`config.mk`:
```
export PLATFORM = sky130hd
export DESIGN_NAME = nvme_xxq_doorbell_rr
export DESIGN_NICKNAME = d
export VERILOG_FILES = /design/src/rtl/nvme_xxq_doorbell_rr.sv
export SDC_FILE = /design/constraint.sdc
export NUM_CORES = 1
export LEC_CHECK = 0
export ABC_CLOCK_PERIOD_IN_PS = 15900
export CAP_MARGIN = 10
export CELL_PAD_IN_SITES_DETAIL_PLACEMENT = 1
export CELL_PAD_IN_SITES_GLOBAL_PLACEMENT = 2
export CORE_ASPECT_RATIO = 0.75
export CORE_MARGIN = 8
export CORE_UTILIZATION = 30
export DETAILED_ROUTE_END_ITERATION = 10
export PLACE_DENSITY = 0.77
export SLEW_MARGIN = 10
export SYNTH_ARGS = -nofsm -noshare
export SYNTH_HDL_FRONTEND = slang
export SYNTH_SLANG_ARGS = --single-unit
```
`constraint.sdc`:
```
create_clock -name clk -period 15.9 [get_ports clk]
set_clock_uncertainty 0.2 [all_clocks]
set_input_delay 3.18 -clock clk [delete_from_list [all_inputs] [get_ports clk]]
set_output_delay 3.18 -clock clk [all_outputs]
set_load 0.01 [all_outputs]
```
`src/rtl/nvme_xxq_doorbell_rr.sv`:
```
// nvme_xxq_doorbell_rr: NVMe doorbell MMIO write generator.
// Watches every SQ tail / CQ head pointer and writes the matching doorbell
// register whenever a pointer differs from the value last written. Requesters
// are served round-robin, an optional holdoff coalesces bursts of pointer
// updates, and each queue can be masked by its enable bit.
module nvme_xxq_doorbell_rr #(
    parameter int sq_num_queues = 4,
    parameter int cq_num_queues = 4,
    parameter int sq_ptr_width  = 8,
    parameter int cq_ptr_width  = 8,
    parameter int holdoff_width = 8
) (
    input  logic                                  clk,
    input  logic                                  reset,
    input  logic                                  q_reset,
    input  logic [31:0]                           doorbell_start_addr,
    input  logic [3:0]                            doorbell_stride,
    input  logic [holdoff_width-1:0]              holdoff_cycles,
    input  logic [sq_num_queues-1:0]              sq_enable,
    input  logic [cq_num_queues-1:0]              cq_enable,
    input  logic [sq_num_queues*sq_ptr_width-1:0] sq_tail,
    input  logic [cq_num_queues*cq_ptr_width-1:0] cq_head,
    output logic                                  xxq_pcie_wrvalid,
    output logic [31:0]                           xxq_pcie_wraddr,
    output logic [15:0]                           xxq_pcie_wrdata,
    input  logic                                  pcie_xxq_wrack,
    output logic                                  db_idle,
    output logic [31:0]                           db_count
);

    // SQs occupy requester slots 0..sq_num_queues-1, CQs follow them.
    localparam int num_req = sq_num_queues + cq_num_queues;
    localparam int idx_w   = $clog2(num_req);
    localparam int cand_w  = idx_w + 1;

    typedef enum logic [1:0] {
        ST_IDLE,
        ST_HOLD,
        ST_ARB,
        ST_WRITE
    } state_e;

    state_e                   state_q, state_d;
    logic [holdoff_width-1:0] hold_cnt_q, hold_cnt_d;
    logic [idx_w-1:0]         rr_ptr_q, rr_ptr_d;
    logic [idx_w-1:0]         grant_idx_q, grant_idx_d;
    logic                     wrvalid_q, wrvalid_d;
    logic [31:0]              wraddr_q, wraddr_d;
    logic [15:0]              wrdata_q, wrdata_d;
    logic [31:0]              db_count_q, db_count_d;
    logic [sq_ptr_width-1:0]  sq_last_q [sq_num_queues];
    logic [sq_ptr_width-1:0]  sq_last_d [sq_num_queues];
    logic [cq_ptr_width-1:0]  cq_last_q [cq_num_queues];
    logic [cq_ptr_width-1:0]  cq_last_d [cq_num_queues];

    logic [15:0]              ptr_ext  [num_req];
    logic [15:0]              last_ext [num_req];
    logic [num_req-1:0]       enable_all;
    logic [num_req-1:0]       pending;
    logic                     arb_found;
    logic [idx_w-1:0]         arb_idx;
    logic [cand_w-1:0]        cand;

    // Byte offset of a requester's doorbell register, scaled by CAP.DSTRD.
    function automatic logic [31:0] db_offset(input logic [idx_w-1:0] r,
                                              input logic [3:0]       stride);
        logic [31:0] base;
        if (32'(r) < 32'(sq_num_queues)) begin
            base = 32'(r) << 3;
        end else begin
            base = ((32'(r) - 32'(sq_num_queues)) << 3) + 32'd4;
        end
        return base << stride;
    endfunction

    // Flatten SQ/CQ pointers and last-written values into one requester view.
    always_comb begin
        for (int i = 0; i < sq_num_queues; i++) begin
            ptr_ext[i]  = 16'(sq_tail[i*sq_ptr_width +: sq_ptr_width]);
            last_ext[i] = 16'(sq_last_q[i]);
        end
        for (int j = 0; j < cq_num_queues; j++) begin
            ptr_ext[sq_num_queues+j]  = 16'(cq_head[j*cq_ptr_width +: cq_ptr_width]);
            last_ext[sq_num_queues+j] = 16'(cq_last_q[j]);
        end
        enable_all = {cq_enable, sq_enable};
        for (int r = 0; r < num_req; r++) begin
            pending[r] = enable_all[r] && (ptr_ext[r] != last_ext[r]);
        end
    end

    // Round-robin search: first pending requester at or above rr_ptr, wrapping.
    always_comb begin
        arb_found = 1'b0;
        arb_idx   = '0;
        cand      = '0;
        for (int k = 0; k < num_req; k++) begin
            // NOTE: blocking '=' is correct here; cand is a scratch value
            // consumed within the same iteration, not a stored state.
            cand = {1'b0, rr_ptr_q} + cand_w'(k);
            if (cand >= cand_w'(num_req)) begin
                cand = cand - cand_w'(num_req);
            end
            if (!arb_found && pending[cand[idx_w-1:0]]) begin
                arb_found = 1'b1;
                arb_idx   = cand[idx_w-1:0];
            end
        end
    end

    // Next-state and datapath: holdoff, grant capture, write handshake.
    always_comb begin
        // NOTE: every _d starts as its _q so no path through the case
        // below leaves a variable unassigned (which would infer a latch).
        state_d     = state_q;
        hold_cnt_d  = hold_cnt_q;
        rr_ptr_d    = rr_ptr_q;
        grant_idx_d = grant_idx_q;
        wrvalid_d   = wrvalid_q;
        wraddr_d    = wraddr_q;
        wrdata_d    = wrdata_q;
        db_count_d  = db_count_q;
        sq_last_d   = sq_last_q;
        cq_last_d   = cq_last_q;

        case (state_q)
            ST_IDLE: begin
                if (!q_reset && (|pending)) begin
                    if (holdoff_cycles == '0) begin
                        state_d = ST_ARB;
                    end else begin
                        hold_cnt_d = holdoff_cycles;
                        state_d    = ST_HOLD;
                    end
                end
            end
            ST_HOLD: begin
                if (q_reset) begin
                    state_d = ST_IDLE;
                end else if (hold_cnt_q <= holdoff_width'(1)) begin
                    state_d = ST_ARB;
                end else begin
                    hold_cnt_d = hold_cnt_q - holdoff_width'(1);
                end
            end
            ST_ARB: begin
                if (q_reset || !arb_found) begin
                    state_d = ST_IDLE;
                end else begin
                    grant_idx_d = arb_idx;
                    wrvalid_d   = 1'b1;
                    wraddr_d    = doorbell_start_addr + db_offset(arb_idx, doorbell_stride);
                    wrdata_d    = ptr_ext[arb_idx];
                    state_d     = ST_WRITE;
                end
            end
            ST_WRITE: begin
                // An in-flight write always finishes, even under q_reset.
                if (pcie_xxq_wrack) begin
                    wrvalid_d  = 1'b0;
                    db_count_d = db_count_q + 32'd1;
                    rr_ptr_d   = (grant_idx_q == idx_w'(num_req - 1)) ?
                                 '0 : grant_idx_q + idx_w'(1);
                    for (int i = 0; i < sq_num_queues; i++) begin
                        if (grant_idx_q == idx_w'(i)) begin
                            sq_last_d[i] = wrdata_q[sq_ptr_width-1:0];
                        end
                    end
                    for (int j = 0; j < cq_num_queues; j++) begin
                        if (grant_idx_q == idx_w'(sq_num_queues + j)) begin
                            cq_last_d[j] = wrdata_q[cq_ptr_width-1:0];
                        end
                    end
                    state_d = ST_ARB;
                end
            end
            default: state_d = ST_IDLE;
        endcase

        // Queue-set reset wipes the last-written history every cycle it is high.
        if (q_reset) begin
            for (int i = 0; i < sq_num_queues; i++) sq_last_d[i] = '0;
            for (int j = 0; j < cq_num_queues; j++) cq_last_d[j] = '0;
        end
    end

    // State registers with synchronous reset.
    always_ff @(posedge clk) begin
        if (reset) begin
            state_q     <= ST_IDLE;
            hold_cnt_q  <= '0;
            rr_ptr_q    <= '0;
            grant_idx_q <= '0;
            wrvalid_q   <= 1'b0;
            wraddr_q    <= '0;
            wrdata_q    <= '0;
            db_count_q  <= '0;
            // NOTE: the last-written arrays are reset because their contents
            // decide whether a doorbell is owed; stale values would fire writes.
            for (int i = 0; i < sq_num_queues; i++) sq_last_q[i] <= '0;
            for (int j = 0; j < cq_num_queues; j++) cq_last_q[j] <= '0;
        end else begin
            state_q     <= state_d;
            hold_cnt_q  <= hold_cnt_d;
            rr_ptr_q    <= rr_ptr_d;
            grant_idx_q <= grant_idx_d;
            wrvalid_q   <= wrvalid_d;
            wraddr_q    <= wraddr_d;
            wrdata_q    <= wrdata_d;
            db_count_q  <= db_count_d;
            sq_last_q   <= sq_last_d;
            cq_last_q   <= cq_last_d;
        end
    end

    assign xxq_pcie_wrvalid = wrvalid_q;
    assign xxq_pcie_wraddr  = wraddr_q;
    assign xxq_pcie_wrdata  = wrdata_q;
    assign db_count         = db_count_q;
    assign db_idle          = (state_q == ST_IDLE) && !(|pending);

endmodule

```
# == After elaboration in Yosys (flattened, before gate mapping) ==
# Cells that the tools add are included.
# op_classes
n_addsub,21
multipliers,0
n_div,0
magnitude_cmp,19
n_eq_ne,25
shifts,1
muxes,62
n_bitwise,2
reduce_logical,48
# ops
op,count
$mux 32,3
$ne 8x8->1,8
$mux 3,17
$bmux 16 s3,1
$add 32x1->32 const B,1
$add 32x32->32,1
$ge 4x4->1 const B,8
$lt 3x4->1 const B,8
$mux 16,2
$mux 8,4
$shl 32x4->32,1
$reduce_and 3->1,10
$bmux 1 s3,8
$sub 3x1->3 const B,8
$mux 1,18
$logic_and 1x1->1,17
$add 3x3->4 const B,4
$pmux 8 s2,1
$eq 3x3->1 const B,4
$mux 2,6
$ne 2x2->1 const B,6
$logic_not 1->1,10
$add 3x2->4 const B,2
$add 7x4->8 const B,1
25 further kinds,29
# word_totals
register_bits,161
latch_bits,0
ram_bits,0
rom_bits,0
inputBits,120
output_inout_bits,82
wordCells,194
mem_count,0

# == Longest topological paths before layout ==
# depth
word_depth,33
depth_mapped,30
mapped_depth_nobuf,26

# == Worst setup path after synthesis ==
# Ideal clock, no wire load.
# synth_timing
kind,input-to-reg
start,input port sq_tail[0]
end,register wraddr_q[24] (netlist: xxq_pcie_wraddr[24])
setup_time_ns,0.086
arrival_time_ns,8.007
required_ns,15.614
setup_slack_ns,7.607
cell_stages,23
n_path_buf,1
cell_sequence,xnor2_1 -> nand4_1 -> o211a_1 -> or3_1 -> a221oi_2 -> a32oi_1 -> o41ai_2 -> o22a_1 -> buf_2 -> mux2i_2 -> or4_4 -> fa_1 -> nor2b_1 -> o21ai_0 -> a21oi_1 -> o21ai_0 -> a211o_1 -> a31oi_1 -> a41oi_1 -> a21oi_1 -> nand3_1 -> xor2_1 -> a211oi_1
# synth_between
elab_chain_len,33
word_cells_on_any_way,60
cone_classes,add/sub (3); order compare (1); eq/ne (1); shift (1); mux (35); bitwise (1); reduce/logical (18)
# synth_lines
element,line_no,rtl
from (decl),21,"input logic [sq_num_queues*sq_ptr_width-1:0] sq_tail,"
$ne 8x8->1 *,88,pending[r] = enable_all[r] && (ptr_ext[r] != last_ext[r]);
$logic_and 1x1->1 *,88,
$bmux 1 s3,104,if (!arb_found && pending[cand[idx_w-1:0]]) begin
$mux 1 (implied by the code),104,
$mux 1,104,
$logic_not 1->1,104,
$logic_and 1x1->1,104,
$mux 1,104,
[... 17 more ...],n/a,
$mux 3,104,
$sub 3x3->4,71,base = ((32'(r) - 32'(sq_num_queues)) << 3) + 32'd4;
$add 7x4->8,71,
$mux 32,68,if (32'(r) < 32'(sq_num_queues)) begin
$mux 32,147,if (q_reset || !arb_found) begin
$mux 32,126,case (state_q)
$shl 32x4->32,73,return base << stride;
$add 32x32->32,152,"wraddr_d = doorbell_start_addr + db_offset(arb_idx, doorbell_stride);"
to (signal assigned),208,wraddr_q <= wraddr_d;
to (decl),48,"logic [31:0] wraddr_q, wraddr_d;"
# Mark *: on every way between the ends. The rest lies on a longest branch, timed or not. The select of a mux whose other input is x is not followed.
# A chain may end at the register's enable or synchronous reset.

# == Worst setup path after layout ==
# layout_timing
start,input port cq_head[2]
end,register wraddr_q[31] (netlist: xxq_pcie_wraddr[31])
# layout_between
elab_chain_len,33
word_cells_on_any_way,60
cone_classes,add/sub (3); order compare (1); eq/ne (1); shift (1); mux (35); bitwise (1); reduce/logical (18)
# layout_lines
element,line_no,rtl
from (decl),22,"input logic [cq_num_queues*cq_ptr_width-1:0] cq_head,"
$ne 8x8->1 *,88,
$logic_and 1x1->1 *,88,
$bmux 1 s3,104,
$mux 1 (implied by the code),104,
$mux 1,104,
$logic_not 1->1,104,
$logic_and 1x1->1,104,
$mux 1,104,
[... 17 more ...],n/a,
$mux 3,104,
$sub 3x3->4,71,
$add 7x4->8,71,
$mux 32,68,
$mux 32,147,
$mux 32,126,
$shl 32x4->32,73,
$add 32x32->32,152,
# Marks and branches as above.

==> results.cfg <==
[clock_network]
cts_resized = 0
root_buffer = clkbuf_16
clk_pin_slew_ns = 0.07
ctsHoldBuffers = 0
post_cts_buffers = 0
cts_tree = done
numCtsBuffers = 17
htreeDepth = 4
ctsLongestPathBuffers = 2
cts_sinks = 153
clkLatencyLatePin_ns = 0.45

[pwr]
leakage_nw = 4.48
power_frac_comb_pct = 19.3
swShare_pct = 31.4
power_switching_mw = 0.311
p_int_mw = 0.681
total_power_mw = 0.992
clkPwrFrac_pct = 40.0
power_density_nw_per_um2 = 78.2
seq_power_share_pct = 40.7
ir_drop_v = 0.0000675

[timing]
whs_ns = 0.256
fmax_ghz = 0.0961
fin_tns_setup_ns = 0
worst_pin_slew_ns = 1.23
finalCritPeriodShare_pct = 65.5
setup_viol_count_final = 0
relSlewSlack_pct = 17.5
rsz0062_at_grt = false
slew_violations = 0
fin_crit_ns = 10.41
hold_viol = 0

[placed_design]
io_buffers = 193
gp_congestion = 0.955
place_hpwl_mm = 30.5

[synthesis]
synth-seq-cells = 153
synth_edf_count = 0
yosysTopAreaCell = dfxtp_1
synthCells = 1273
yosys-top-cells-area = dfxtp_1 31%, nand2_1 7.4%, xnor2_1 7.0%
synth_area_um2 = 9900
synthArstFlopShare_pct = 0
syn_area_per_cell_um2 = 7.77
synth_top_cell_area_share_pct = 31.0
synthFlopType = dfxtp_1
yosysWarnings = 0
ys_types = 75
seq_area_frac_synth_pct = 31.0

[critical_path]
setup.worst_path.class = in -> reg
worstPathMaxFanout = 20
crit_required_ns = 16.07
reg2reg_setup_slack_ns = 7.54
start_kind = input port
worstSetupEndpointType = flop
critPathArrivalTime_ns = 10.58

[detailed_routing]
firstDrtPassIters = 5
wl_mm = 40.3
via_count = 10200
drt_iter0_markers = 756
viasPerCell = 5.42
postRouteAntennaNets = 0
wl_per_cell_um = 21.5
route.detailed.drc = 0

[global_route]
first_global_vias = 10200
gr-total-overflow = 0
track_usage_pct = 20.4
grt_max_degree = 73
grt_pass1_wl_mm = 62.1
antenna_found_initial = 1

[finish]
layout_common_cells = 196 x nand2_1, 192 x clkdlybuf4s50_1, 153 x dfxtp_1, 121 x a21oi_1, 117 x nor2_1
nets = 1570
syn_to_final_growth_pct = 28.2
drive_above_1_share_pct = 5.09
final_common_cell = nand2_1
fillerInstances = 3861

[die]
die_area_um2 = 39100
die_w_um = 226
rows = 57
core_area_um2 = 32400
die_h_um = 173
initial_utilization_pct = 30.5
ios = 202

[run]
drv_cap = 0

[status]
run_status = finished, final reports clean

[min_path]
hold_class = reg -> reg
metrics by stage:
step | instance area (um^2) | setup WS [ns] | instances | util (%)
final | 12700 | 5.49 | 1876 | 39.1
after global routing | 12700 | 4.94 | 1876 | 39.1
after CTS | 12700 | 5.57 | 1875 | 39.1
after detailed placement | 12100 | 5.17 | 1843 | 37.4
after global placement | 12100 | 5.29 | 1843 | 37.4
after floorplan | 9920 | 7.61 | 1280 | -
path summary, 6_finish.rpt:
path	endpoint	from	depth (start not counted)
max	xxq_pcie_wraddr[31]	cq_head[2]	22
min reg2reg	xxq_pcie_wrvalid	xxq_pcie_wrvalid	2
max reg2reg	xxq_pcie_wraddr[31]	rr_ptr_q[0]	24
min	xxq_pcie_wrvalid	xxq_pcie_wrvalid	2
metal layers:
metal / routed length (um) / track usage, % / vias to the layer above
li1: - / - / 4836
met1: 20200 / 29.6 / 5001
met4: 617 / 5.24 / 0
met3: 2610 / 5.26 / 36
met5: 0 / 0 / -
met2: 16900 / 29.3 / 301
cells in the mapped netlist, drive strengths merged (9+ instances only):
cell     count
buf         23
nand3       58
o21ai       39
o31a         9
xnor2       79
a211oi      19
nor2b        9
a221oi      10
nand4       30
o22ai       14
mux2i       50
ha          29
nor2       117
o21bai       9
xor2        35
o2111ai     11
o211ai      28
inv         18
a21o        12
nand2      196
clkbuf      60
nor3        24
dfxtp      153
and3        17
a21oi      121
power by group through the flow:
stage | Combinational [mW] | Sequential [mW] | Clock (mW)
after global routing | 0.208 | 0.405 | 0.427
after detailed placement | 0.189 | 0.412 | 0
after floorplan | 0.111 | 0.407 | 0
after CTS | 0.190 | 0.404 | 0.411
after global placement | 0.188 | 0.412 | 0
final | 0.191 | 0.404 | 0.397
cell families after synthesis:
| logic type | count (synthesis) | synth area share [%] |
|---|---|---|
| AO/OA/AOI/OAI | 320 | 21.5 |
| XOR/XNOR | 114 | 10.1 |
| adder cells (fa/ha/maj) | 30 | 3.87 |
| buffers and inverters | 102 | 4.32 |
| flip-flops | 153 | 31.0 |
| multiplexers | 56 | 6.23 |
| other | 1 | 0.0379 |
| AND/OR/NAND/NOR | 497 | 23.0 |
state kept, by name, indices dropped and copies added, names as in the netlist:
| signal | cells |
|---|---|
| xxq_pcie_wraddr | 32 |
| last_ext | 32 |
| state_q | 2 |
| rr_ptr_q | 3 |
| cq_last_q | 32 |
| db_count | 32 |
| xxq_pcie_wrvalid | 1 |
| grant_idx_q | 3 |
| hold_cnt_q | 8 |
| xxq_pcie_wrdata | 8 |
area by class of cell:
| class | count | area (um^2) | share of cell area (%) |
|---|---|---|---|
| Antenna cell | 1 | 2.50 | 0.0197 |
| Clock buffer | 18 | 439 | 3.46 |
| Clock inverter | 14 | 111 | 0.878 |
| Inverter | 19 | 71.3 | 0.562 |
| Multi-Input combinational cell | 1025 | 6430 | 50.7 |
| Sequential cell | 153 | 3060 | 24.2 |
| Tap cell | 442 | 553 | 4.36 |
| Timing Repair Buffer | 204 | 2010 | 15.8 |
worst max-delay path, cell delays in order:
cell,delay [ns]
clkdlybuf4s50_1,0.54
xnor2_1,0.15
nand4_1,0.36
o211ai_1,0.65
a21oi_1,0.18
nor4bb_1,0.46
mux2i_1,0.43
o21a_1,0.88
mux2i_1,0.26
mux2i_1,0.40
nor3_1,0.10
ha_1,0.34
a21oi_1,0.10
o21ai_0,0.26
a211oi_1,0.15
o31ai_1,0.39
o211ai_1,0.20
a31o_2,0.25
a21oi_1,0.68
nand4_1,0.19
xor2_1,0.17
a211oi_1,0.21
No activity file was read; power rests on OpenSTA's default activity.
